<file path="src/rtl/fifo_uart_streamer.sv">
// rtl/fifo_uart_streamer.sv - pops FIFO words and frames them as header + MSB-first bytes onto uart_tx.
// Optional CHECKSUM_EN appends an XOR byte over header and data bytes.
module fifo_uart_streamer #(
    parameter int          DATA_WIDTH  = 32,
    parameter logic [7:0]  HEADER_BYTE = 8'hA5,
    parameter int          WCNT_WIDTH  = 16
) (
    input  logic                  i_clk,
    input  logic                  i_rstn,
    input  logic                  i_ff_empty,
    input  logic [DATA_WIDTH-1:0] i_ff_data,
    output logic                  o_ff_rden,
    input  logic                  i_sig_comp,
    input  logic                  i_tx_active,
    input  logic                  i_tx_done,
    output logic                  o_tx_send,
    output logic [7:0]            o_tx_byte,
    output logic                  o_busy,
    output logic                  o_done,
    output logic [WCNT_WIDTH-1:0] o_word_count
);
    localparam int NBYTES = DATA_WIDTH / 8;
    localparam int IW     = $clog2(NBYTES + 1);

    typedef enum logic [2:0] {
        S_IDLE,
        S_POP,
        S_LATCH,
        S_HDR,
        S_DATA,
`ifdef CHECKSUM_EN
        S_CSUM,
`endif
        S_WAIT,
        S_DONE
    } state_t;

    state_t                  state_q;
    logic [DATA_WIDTH-1:0]   word_q;
    logic [IW-1:0]           idx_q;
    logic                    last_q;
    logic                    rden_q;
    logic                    send_q;
    logic [7:0]              byte_q;
    logic                    done_q;
    logic [WCNT_WIDTH-1:0]   cnt_q;
`ifdef CHECKSUM_EN
    logic [7:0]              csum_q;
`endif

    always_ff @(posedge i_clk or negedge i_rstn) begin
        if (!i_rstn) begin
            state_q <= S_IDLE;
            word_q  <= '0;
            idx_q   <= '0;
            last_q  <= 1'b0;
            rden_q  <= 1'b0;
            send_q  <= 1'b0;
            byte_q  <= 8'h00;
            done_q  <= 1'b0;
            cnt_q   <= '0;
`ifdef CHECKSUM_EN
            csum_q  <= 8'h00;
`endif
        end else begin
            rden_q <= 1'b0;
            send_q <= 1'b0;
            case (state_q)
                S_IDLE: begin
                    if (!i_ff_empty) begin
                        rden_q  <= 1'b1;
                        state_q <= S_POP;
                    end else if (i_sig_comp) begin
                        done_q  <= 1'b1;
                        state_q <= S_DONE;
                    end
                end
                S_POP: state_q <= S_LATCH;
                S_LATCH: begin
                    word_q  <= i_ff_data;
                    idx_q   <= '0;
                    last_q  <= 1'b0;
`ifdef CHECKSUM_EN
                    csum_q  <= HEADER_BYTE;
`endif
                    state_q <= S_HDR;
                end
                S_HDR: begin
                    if (!i_tx_active) begin
                        byte_q  <= HEADER_BYTE;
                        send_q  <= 1'b1;
                        state_q <= S_WAIT;
                    end
                end
                S_DATA: begin
                    // word_q shifts left so the next byte to send is always the top byte
                    if (!i_tx_active) begin
                        byte_q  <= word_q[DATA_WIDTH-1 -: 8];
                        word_q  <= word_q << 8;
                        idx_q   <= idx_q + IW'(1);
`ifdef CHECKSUM_EN
                        csum_q  <= csum_q ^ word_q[DATA_WIDTH-1 -: 8];
`else
                        last_q  <= (idx_q == IW'(NBYTES - 1));
`endif
                        send_q  <= 1'b1;
                        state_q <= S_WAIT;
                    end
                end
`ifdef CHECKSUM_EN
                S_CSUM: begin
                    if (!i_tx_active) begin
                        byte_q  <= csum_q;
                        last_q  <= 1'b1;
                        send_q  <= 1'b1;
                        state_q <= S_WAIT;
                    end
                end
`endif
                S_WAIT: begin
                    if (i_tx_done) begin
                        if (last_q) begin
                            if (cnt_q != {WCNT_WIDTH{1'b1}})
                                cnt_q <= cnt_q + WCNT_WIDTH'(1);
                            state_q <= S_IDLE;
`ifdef CHECKSUM_EN
                        end else if (idx_q == IW'(NBYTES)) begin
                            state_q <= S_CSUM;
`endif
                        end else begin
                            state_q <= S_DATA;
                        end
                    end
                end
                S_DONE:  done_q  <= 1'b1;
                default: state_q <= S_IDLE;
            endcase
        end
    end

    assign o_ff_rden    = rden_q;
    assign o_tx_send    = send_q;
    assign o_tx_byte    = byte_q;
    assign o_done       = done_q;
    assign o_word_count = cnt_q;
    assign o_busy       = (state_q != S_IDLE) && (state_q != S_DONE);
endmodule

</file>
<file path="config.mk">
export PLATFORM = sky130hd
export DESIGN_NAME = fifo_uart_streamer
export DESIGN_NICKNAME = d
export VERILOG_FILES = /design/src/rtl/fifo_uart_streamer.sv
export SDC_FILE = /design/constraint.sdc
export NUM_CORES = 1
export LEC_CHECK = 0
export BUFFER_PORTS_ARGS = -buffer_cell sky130_fd_sc_hd__buf_2
export CORE_ASPECT_RATIO = 1.1
export CORE_MARGIN = 2
export CORE_UTILIZATION = 50
export DETAILED_ROUTE_END_ITERATION = 16
export GPL_ROUTABILITY_DRIVEN = 0
export GPL_TIMING_DRIVEN = 0
export PLACE_DENSITY_LB_ADDON = 0.08
export SLEW_MARGIN = 20
export SYNTH_ARGS = -nofsm -noshare
export SYNTH_HDL_FRONTEND = slang
export SYNTH_SLANG_ARGS = --single-unit
</file>
<file path="constraint.sdc">
create_clock -name i_clk -period 3.1 [get_ports i_clk]
set_input_delay 0.31 -clock i_clk [delete_from_list [all_inputs] [get_ports i_clk]]
set_output_delay 0.31 -clock i_clk [all_outputs]
set_load 0.01 [all_outputs]
</file>
---- Word-level counts from Yosys, hierarchy flattened ----
Index checks and enable logic that the tools add are counted.
cells by class
  add/subtract/negate cells ............... 2
  bitwise logic cells ..................... 1
  mux-type cells .......................... 22
  reduce and logical (&&, ||, !) cells .... 12
  eq/ne operators ......................... 16
operators by type and width
  cell                                                 count
  case mux 32 bit (2 select lines)                     1
  2-to-1 mux 32 bit                                    1
  2-to-1 mux 3 bit                                     6
  case mux 3 bit (6 select lines)                      1
  adder 16 x 1 -> 16 bit, second input constant        1
  2-to-1 mux 8 bit                                     2
  inequality test 16 bit, second input constant        1
  case mux 8 bit (2 select lines)                      1
  inequality test 2 bit, second input constant         6
  equality test 3 x 2 -> 1 bit, second input constant  3
  equality test 3 bit, second input constant           3
  AND reduction 4 bit                                  2
  2-to-1 mux 1 bit                                     7
  inequality test 3 bit, second input constant         2
  case mux 3 bit (2 select lines)                      1
  AND reduction 3 bit                                  2
  nonzero test 2 bit                                   3
  case mux 1 bit (2 select lines)                      2
  adder 3 x 1 -> 3 bit, second input constant          1
  equality test 3 x 1 -> 1 bit, second input constant  1
  logical NOT 3 bit                                    1
  nonzero test 3 bit                                   1
  AND reduction 2 bit                                  1
  OR reduction 2 bit                                   1
  other kinds (2)                                      2
storage, ports and cells
  flip-flop bits (word level) ............. 66
  bits of input ports ..................... 38
  output and inout bits ................... 28
  word-level logic and storage cells ...... 62

---- Logic depth before layout (Yosys ltp) ----
  word-level depth ........................ 4
  depth in mapped cells ................... 7

---- Worst setup path before layout ----
Ideal clock, no wire load.
  path kind ............................... flip-flop to flip-flop
  start ................................... reg cnt_q[0] (netlist: o_word_count[0])
  end ..................................... reg cnt_q[1] (netlist: o_word_count[1])
  arrival time ............................ 1.678 ns
  stages on the path, launching flop included .. 6
  slack ................................... 1.297 ns
  path buffers ............................ 0
  setup time .............................. 0.125 ns
  path through ............................ dfrtp_1 ha_1 nand4_4 nor4_4 nor2_2 mux2_4
between the ends
  word-level cells in the longest chain between the ends .. 2
ends and longest elaborated chain
  item                                                                            line  RTL
  start, declared                                                                 46    logic [WCNT_WIDTH-1:0] cnt_q;
  start signal, assigned                                                          124   cnt_q <= cnt_q + WCNT_WIDTH'(1);
  parallel branches: the longest is 2 deep, another holds adder 16 x 1 -> 16 bit  -
Parallel ways; which one is timed is not known.
A chain may end at the register's enable or synchronous reset.

---- Worst setup path after layout ----
Same ends and word-level chain as after synthesis.

==> metrics.csv <==
metric;value;unit
required;3.32;ns
cts_max_path_buffers;2;
worst-r2r-setup-slack;1.18;ns
r2r_start;o_word_count[0];
r2r_cells;5;
nFillCells;583;
grtUsageTotal;21.80;%
wl_met1;3150;um
finish.net_count;434;
cts_resized;0;
cts_tree;done;
dieArea;0.006840;sq mm
dp.cells;461;
yosys_warnings;0;
core_area;0.006081;sq mm
fp-row-count;30;
layout-drive-gt1-share;27.39;%
grt_pass1_wl;11630;um
cpMaxStageDelayCell;nor4_4;
r2r-end;o_word_count[1];
dp_hpwl;4655;um
dr_wl_met3;227;um
max_freq;0.5198;GHz
synth_edf_count;0;
utilization;61.38;%
async_reset_ff_share;100.0;%
critPathMaxStageDelay;0.57;ns
syn_area;0.003097;sq mm
peakVddDrop;0.4116;mV
fin_crit;1.924;ns
htreeDepth;3;
die_y;86.54;um
cts_setup_buffers;0;
ys_ff_latch;66;
clk_pin_slew_worst_paths;0.07;ns
wl_met2;3175;um
wl_per_cell;13.89;um
hold_viol;0;
hold_class;in2reg;
cts_sinks;66;
fin_crit_sh;62.06;%
grt_max_degree;45;
antennaDiodeCount;0;
p_per_area;845.4;mW/mm^2
critical-path-top-delay-family;simple AND/OR/NAND/NOR gates;
syn_area_per_cell;9.831;sq um
slew_headroom;58.72;%
grt_overflow;0;
clock_latency;0.33;ns
p_leak;0.001898;uW
finClkSkew;0.004373;ns
end_kind;flip-flop;
layout.cells.non_filler;478;
crit_type;reg2reg;
crit_chain;ha_1 -> nand4_4 -> nor4_4 -> nor2_2 -> mux2_4;
antenna_found_initial;0;
viasPerCell;5.259;
status;complete, no violations;
holdPathStages;3;
die_w;79.04;um
final-max-slew-violation-count;0;
first_iter_violations;108;
seq_area_frac_synth;53.33;%
via_count;2514;
synth_cell_types;44;
clockRootBuffer;clkbuf_8;
arrival;2.14;ns
rsz0062_at_grt;false;
startpoint_type;flip-flop;
top_layer;met4;
tightestPinTransition;0.6165;ns
setup_tns;0;ns
min_to;word_q[4];
synthCells;315;
crit_buf_inv;0;
cap_violations;0;
syn2layout_area_growth;20.53;%
drt_pass1_iterations;6;
final_common_cell;nand2_1;
setup_viol;0;
worstHoldStart;i_ff_data[4];
layout_common_cells;77 x nand2_1, 72 x buf_2, 66 x dfrtp_1;
wl;6641;um
antenna_left;0;
grt_pass1_vias;2622;
syn_nets;356;
ioPinCount;66;
cp_max_fo;9;
ys.flop_type;dfrtp_1;
drc;0;
port_buffers;65;
initial_core_util;50.93;%
cts_buffers;9;
[routing by layer]
layer  up-vias  GRT usage [%]
met4         0          10.19
met5         -              0
met3         6          3.542
li1       1255              -
met1      1198          28.88
met2        55          35.29
[worst reg2reg max path, delay by kind of cell (launching register included)]
kind                       cells  cell delay [ns]
and+or+nand+nor                3             0.83
DFF                            1             0.41
muxes                          1             0.31
adders and majority gates      1             0.25
[report_power, final]
group          switching (uW)  internal, uW  total (uW)
registers                 162          1150        1310
clock network             318           304         622
logic                     703           518        1220
[worst max path at each step]
stage	start	to	slack [ns]	cells past startpoint
floorplan	o_word_count[0]	o_word_count[1]	1.30	5
global placement	o_word_count[0]	o_word_count[1]	1.19	5
detailed placement	o_word_count[0]	o_word_count[1]	1.18	5
CTS	o_word_count[0]	o_word_count[1]	1.17	5
global route	o_word_count[0]	o_word_count[1]	1.00	5
finish	o_word_count[0]	o_word_count[1]	1.18	5
[cell type report]
| cell class | instances | area, sq um | area share [%] |
|---|---|---|---|
| flip-flops and latches | 66 | 1652 | 44.25 |
| multi-input cells | 229 | 1319 | 35.33 |
| repair buffers | 67 | 365.4 | 9.789 |
| clock buffers | 10 | 137.6 | 3.688 |
| plain buffers | 18 | 118.9 | 3.185 |
| well taps | 80 | 100.1 | 2.682 |
| clock inverters | 6 | 32.53 | 0.8716 |
| inverters | 2 | 7.507 | 0.2011 |
[logic make-up (layout without fill, tap and decap cells)]
| kind of cell | count (synthesis) | after routing | share of synthesized area [%] |
|---|---|---|---|
| mux | 1 | 1 | 0.4847 |
| compound gates | 49 | 49 | 10.99 |
| xor+xnor | 15 | 15 | 4.243 |
| buf+inv | 20 | 103 | 4.081 |
| simple gates | 161 | 161 | 25.66 |
| fa+ha+maj | 3 | 3 | 1.212 |
| flops | 66 | 66 | 53.33 |
[flip-flops by register name, summed over array words and instances, names as in the netlist]
signal        cells
o_tx_send         1
state_q           3
o_tx_byte         8
last_q            1
o_word_count     16
o_done            1
o_ff_rden         1
word_q           32
idx_q             3
[metrics by stage]
step | setup slack (ns) | cell area, sq um | hold slack (ns) | total power, uW
2_1_floorplan | 1.297 | 3097 | 0.01441 | 2198
6_report | 1.176 | 3732 | 0.1679 | 3155
4_1_cts | 1.169 | 3732 | 0.1523 | 3190
3_5_place_dp | 1.183 | 3552 | 0.2313 | 2555
5_1_grt | 1.002 | 3732 | 0.1711 | 3433
3_3_place_gp | 1.194 | 3522 | 0.4590 | 2510
[Yosys cell counts, types with 4 or more instances]
cell type / instances / area [sq um]
nand3_1: 17 / 85.08
dfrtp_1: 66 / 1652
xor2_1: 15 / 131.4
nand2_1: 77 / 289.0
a31oi_1: 26 / 162.7
nor2_1: 30 / 112.6
nor4_1: 5 / 31.28
buf_2: 8 / 40.04
buf_6: 5 / 56.30
a22o_1: 4 / 35.03
clkbuf_1: 4 / 15.01
nor3_1: 6 / 30.03
o21ai_0: 5 / 25.02
o21bai_1: 4 / 30.03
o22a_1: 4 / 35.03
[timing repair]
item | CTS | global route
endpoints found under the setup margin | 0 | 0
hold buffers | 1 | 0
endpoints found under the hold margin | 22 | 0
No activity file was read; power rests on OpenSTA's default activity.
